[config.mk]
export PLATFORM = sky130hd
export DESIGN_NAME = microseq_sequencer
export DESIGN_NICKNAME = d
export VERILOG_FILES = /design/src/rtl/microseq_sequencer.sv
export SDC_FILE = /design/constraint.sdc
export NUM_CORES = 1
export LEC_CHECK = 0
export ABC_CLOCK_PERIOD_IN_PS = 5000
export CORE_MARGIN = 2
export CORE_UTILIZATION = 50
export DETAILED_ROUTE_END_ITERATION = 8
export MAX_ROUTING_LAYER = met4
export PLACE_DENSITY = 0.71
export SYNTH_ARGS = -nofsm -noshare
export SYNTH_HDL_FRONTEND = slang
export SYNTH_SLANG_ARGS = --single-unit
[constraint.sdc]
create_clock -name clock -period 5 [get_ports clock]
set_input_delay 0.75 -clock clock [delete_from_list [all_inputs] [get_ports clock]]
set_output_delay 0.75 -clock clock [all_outputs]
set_load 0.01 [all_outputs]
[src/rtl/microseq_sequencer.sv]
// Microprogram sequencer: next-address mux, pc incrementer, subroutine stack, loop counter.
// Optional MICROSEQ_STACK_GUARD_EN blocks stack over/underflow and raises sticky stk_err.
module microseq_sequencer #(
  parameter int WIDTH       = 12,
  parameter int STACK_DEPTH = 8
) (
  input  logic             clock,
  input  logic             reset,
  input  logic [WIDTH-1:0] din,
  input  logic [1:0]       sel,
  input  logic             zero_n,
  input  logic             cin,
  input  logic             ar_load,
  input  logic [1:0]       stack_op,
  input  logic             cnt_load,
  input  logic             cnt_dec,
  output logic [WIDTH-1:0] yout,
  output logic             cout,
  output logic             cnt_zero,
  output logic             stk_full,
  output logic             stk_empty,
  output logic             stk_err
);

  localparam int PW = $clog2(STACK_DEPTH);
  localparam int OW = PW + 1;

  logic [WIDTH-1:0] pc, ar, cnt;
  logic [WIDTH-1:0] stack [STACK_DEPTH];
  logic [PW-1:0]    sp;
  logic [OW-1:0]    occ;
  logic [PW-1:0]    sp_inc, sp_dec;
  logic [WIDTH-1:0] mux;
  logic             push, pop, do_push, do_pop;

  assign push      = (stack_op == 2'b01);
  assign pop       = (stack_op == 2'b10);
  assign sp_inc    = sp + PW'(1);
  assign sp_dec    = sp - PW'(1);
  assign stk_full  = (occ == OW'(STACK_DEPTH));
  assign stk_empty = (occ == '0);
  assign cnt_zero  = (cnt == '0);

  // A push with sel=10 shows pc, the value about to land on the stack.
  always_comb begin
    mux = pc;
    case (sel)
      2'b00: mux = pc;
      2'b01: mux = ar;
      2'b10: mux = push ? pc : stack[sp];
      2'b11: mux = din;
      default: mux = pc;
    endcase
  end

  assign yout = (reset || !zero_n) ? '0 : mux;
  assign cout = (&yout) & cin;

`ifdef MICROSEQ_STACK_GUARD_EN
  logic err;
  assign do_push = push && !stk_full;
  assign do_pop  = pop && !stk_empty;
  assign stk_err = err;

  always_ff @(posedge clock or posedge reset) begin
    if (reset) err <= 1'b0;
    else if ((push && stk_full) || (pop && stk_empty)) err <= 1'b1;
  end
`else
  assign do_push = push;
  assign do_pop  = pop;
  assign stk_err = 1'b0;
`endif

  always_ff @(posedge clock or posedge reset) begin
    if (reset) begin
      pc  <= '0;
      ar  <= '0;
      cnt <= '0;
      sp  <= '0;
      occ <= '0;
      for (int i = 0; i < STACK_DEPTH; i++) stack[i] <= '0;
    end else begin
      pc <= yout + {{(WIDTH-1){1'b0}}, cin};
      if (ar_load) ar <= din;
      if (cnt_load)                 cnt <= din;
      else if (cnt_dec && cnt != '0) cnt <= cnt - WIDTH'(1);
      // Occupancy saturates even when the unguarded pointer wraps.
      if (do_push) begin
        sp            <= sp_inc;
        stack[sp_inc] <= pc;
        if (!stk_full) occ <= occ + OW'(1);
      end else if (do_pop) begin
        sp <= sp_dec;
        if (!stk_empty) occ <= occ - OW'(1);
      end
    end
  end

endmodule

After elaboration in Yosys (flattened, before gate mapping) --
Index checks and enable logic that the tools add are counted.
Storage, ports and cells: register bits 139, input bits 23, output and inout bits 17, word-level logic and storage cells 62
Cells by class: add/subtract/negate cells 6, order comparisons 3, equal/unequal tests 8, multiplexer cells 17, bitwise logic cells 3, reductions and logical operators 12
Operators by type and width (number):
- $bwmux 96 | 1
- $mux 12 | 7
- $pmux 12 s4 | 1
- $bmux 12 s3 | 1
- $demux 12 s3 | 1
- $mux 4 | 4
- $add 12x1->12 | 1
- $logic_not 12->1 | 1
- $reduce_and 12->1 | 1
- $reduce_bool 12->1 | 1
- $sub 12x1->12 const B | 1
- $ge 4x4->1 const B | 2
- $not 3->4 | 2
- $eq 2x2->1 const B | 3
- $mux 3 | 2
- $add 4x1->4 const B | 1
- $eq 2x1->1 const B | 2
- $eq 4x4->1 const B | 1
- $logic_not 4->1 | 1
- $lt 4x1->1 const B | 1
- $reduce_bool 2->1 | 2
- $sub 4x1->4 const B | 1
- $add 3x1->3 const B | 1
- $reduce_and 3->1 | 1
- other kinds (8) | 9

Logic depth before layout (Yosys ltp) --
word-level depth 9, gate-level depth with buffers 17, gate-level depth less buffers 13

Worst setup path after synthesis --
No wires, ideal clock.
path kind input to output, from in stack_op[1], to out cout, arrival 2.727 ns, required time 4.250 ns, path slack 1.523 ns, stages 10, buffers on the path 1, cell sequence inv_1 ha_1 buf_4 clkinv_1 o21ai_0 a21oi_1 o31ai_1 and2_2 nand3_1 nor4_2
On the way: longest elaborated chain between the ends 6
RTL lines:
- start, declared | line 14 | input logic [1:0] stack_op,
- $eq 2x1->1 | line 36 | assign push = (stack_op == 2'b01);
- $mux 12 | line 50 | 2'b10: mux = push ? pc : stack[sp];
- $pmux 12 s4 | line 47 | case (sel)
- $mux 12 | line 56 | assign yout = (reset || !zero_n) ? '0 : mux;
- named net yout[7] | line 17 | output logic [WIDTH-1:0] yout,
- $reduce_and 12->1 | line 57 | assign cout = (&yout) & cin;
- $and 1x1->1 | line 57
- end, declared | line 18 | output logic cout,
The timed path passes the listed nets, and every way through them passes these cells.

Final worst setup path --
from in stack_op[1], to out cout
On the way: longest elaborated chain between the ends 6
RTL lines (line):
- $eq 2x1->1 | 36
- $mux 12 | 50
- $pmux 12 s4 | 47
- $mux 12 | 56
- $reduce_and 12->1 | 57
- $and 1x1->1 | 57
Every way passes these cells.

==> flow_summary.toml <==
[pwr]
power_frac_clock_pct = 28.2
power_density_mw_per_mm2 = 524
p_leak_nw = 3.89
p_switching_mw = 1.46
ir_worst_vdd_uv = 264
power.share.switching_pct = 33.4
p_int_mw = 2.92
p_comb_share_pct = 32.6
seqPwrFrac_pct = 39.2

[cells_and_area]
fin_cells = 833
syn_to_final_growth_pct = 14.8
diodes = 0
final_cell_mix = "dfrtp_1 (139), mux2_2 (116), mux2i_1 (50)"
stdcell_area_mm2 = 0.00835
nets = 668
layout_commonest_cell = "dfrtp_1"
drive_gt1_share_pct = 28.4

[synthesis]
synth_top_area_share_pct = 47.8
synth_top_area_cell = "dfrtp_1"
ys_types = 70
synth_flop_cell = "dfrtp_1"
synth_area_leaders = "dfrtp_1 (48%), mux2_2 (18%), mux2i_1 (6.9%)"
synthCells = 601
yosysSeqAreaShare_pct = 47.8
synth_edf_count = 0
ys_warn_count = 0
ys_seq_elements = 139
synth_area_per_cell_um2 = 12.1
async_reset_ff_share_pct = 100
synth_nets = 633
synth_area_mm2 = 0.00727

[critical_path]
crit_start = "stack_op[1]"
end_kind = "output port"
path_cells = "clkdlybuf4s50_1 -> inv_1 -> ha_1 -> buf_4 -> or3b_1 -> nor2_1 -> nand3_1 -> a21oi_1 -> and2_2 -> nand3_1 -> nor4_2 -> clkdlybuf4s50_1"
worstSetupStartpointType = "input port"
slowest_delay_ns = 0.59
crit_buf_inv = 4
criticalPathCategory = "in2out"
reg2reg_from = "sp[0]"
worstPathRequired_ns = 4.25
crit_fanout = 10
cp_top_family = "simple AND/OR/NAND/NOR gates"
arrival_ns = 3.88
cpMaxStageDelayCell = "clkdlybuf4s50_1"

[flow_run]
maxCapViolations = 0

[cts]
cts.reportedPaths.clkPinSlew_ns = 0.05
cts-root-buf = "clkbuf_16"
post_cts_resized = 0
htreeDepth = 4
hold_buffers = 0
cts_tree = "done"
cts_inserted_buffers = 17
clock_latency_ns = 0.42
ctsLongestPathBuffers = 2
clkSinkCount = 139
cts_setup_buffers = 0

[hold_path]
min_path_type = "reg2reg"
hold_start = "ar[6]"

[route]
avgViaCountPerCell = 5.84
wl_per_cell_um = 21.6
detail_route.iter0.violations = 347
final_antenna_net_count = 0
drt_wl_total_um = 18000
dr.max_layer_used = "met4"
dr_wl_met3_um = 663
first_pass_iters = 5
wl_met2_um = 8760
vias = 4865
wl_met1_um = 8220
drc = 0

[placement]
placedCellCount = 801
dp_hpwl_um = 12400
dpl_worst_slack_ns = 0.414
placed_area_mm2 = 0.00776
place_congestion = 0.848
port_buffers = 38

[timing]
fin_crit_sh_pct = 92.7
fin_crit_ns = 4.63
finalSetupViolations = 0
drv_slew = 0
max_freq_ghz = 0.216
worst_pin_slew_ns = 1.30
clock_skew_ns = 0.00622
finalHoldViolations = 0
setup_slack_ns = 0.367
setup_tns_ns = 0
relSlewSlack_pct = 12.7
rsz0062_at_grt = "no"

[global_routing]
grt_pass1_vias = 5232
grt_pass1_wl_um = 29400
track_usage_pct = 25.2
grt_overflow = 0
antenna_found_initial = 0
grt_max_degree = 113

[floorplan]
die_x_um = 125
start_util_pct = 50.6
rows = 44
coreArea_mm2 = 0.0144
dieHeight_um = 125
die-area_mm2 = 0.0155
io_pins = 40

[status]
outcome = "complete, no violations"
[metrics by stage]
step	total power, mW	util, %	hold WS, ns
floorplan	2.78	-	0.472
global placement	3.07	54.0	0.483
detailed placement	3.14	54.0	0.490
CTS	4.39	58.1	0.504
global route	4.62	58.1	0.512
finish	4.38	58.1	0.501
[power by group through the flow]
stage          sequential [mW]  combinational [mW]  clock [mW]
6_report                  1.71                1.43        1.23
5_1_grt                   1.76                1.56        1.30
4_1_cts                   1.71                1.43        1.25
3_3_place_gp              1.69                1.38           0
3_5_place_dp              1.72                1.42           0
2_1_floorplan             1.63                1.15           0
[routing by layer]
| metal | vias up | track usage (%) |
|---|---|---|
| li1 | 2226 | - |
| met1 | 2494 | 32.8 |
| met2 | 121 | 40.1 |
| met3 | 24 | 4.68 |
| met4 | 0 | 8.66 |
| met5 | - | - |
[synth_stat cells, types with 3 or more instances]
| cell | instances |
|---|---|
| buf_1 | 3 |
| buf_2 | 15 |
| nor2_1 | 28 |
| nor3_1 | 6 |
| mux2i_1 | 50 |
| nor2b_1 | 7 |
| ha_1 | 8 |
| buf_4 | 6 |
| a22oi_1 | 18 |
| nor4_1 | 5 |
| o21ai_0 | 16 |
| xnor2_1 | 13 |
| nand2b_1 | 8 |
| nand3_1 | 8 |
| buf_6 | 6 |
| clkbuf_1 | 6 |
| a21oi_1 | 20 |
| and2_1 | 3 |
| a31oi_1 | 3 |
| dfrtp_1 | 139 |
| xor2_1 | 14 |
| inv_1 | 12 |
| mux2_2 | 116 |
| or3_1 | 5 |
| nand2_1 | 34 |
| a221oi_1 | 3 |
[cell type report]
type                    instances  area [um^2]
well taps                     184          230
repair buffers                 54          500
flip-flops and latches        139         3480
clock inverters                 9         86.3
multi-input cells             411         3500
fillers                      1178         6020
clock buffers                  23          498
inverters                      13         53.8
[kinds of logic (layout without fill, tap and decap cells)]
logic type,Yosys count,count (layout),synth area share [%]
mux,168,168,25.3
compound gates,81,81,7.95
buf+inv,51,99,4.27
other cells,1,1,0.0516
flops,139,139,47.8
fa+ha+maj,9,9,1.65
simple gates,124,124,9.45
xor+xnor,28,28,3.48
[final timing paths]
| check | cells after the start | endpoint | slack [ns] |
|---|---|---|---|
| min in group asynchronous | 2 | cnt[7] | 0.99 |
| worst max register to register | 13 | pc[6] | 0.97 |
| worst min-delay path | 1 | ar[6] | 0.50 |
| max in group asynchronous | 3 | stack[29] | 3.09 |
| worst min register to register | 1 | ar[6] | 0.50 |
| worst max-delay path | 12 | cout | 0.37 |
[flip-flops by register name, summed over array words and instances (netlist names)]
signal / count
ar: 12
cnt: 12
occ: 4
pc: 12
sp: 3
stack: 96
No activity file was read; power rests on OpenSTA's default activity.
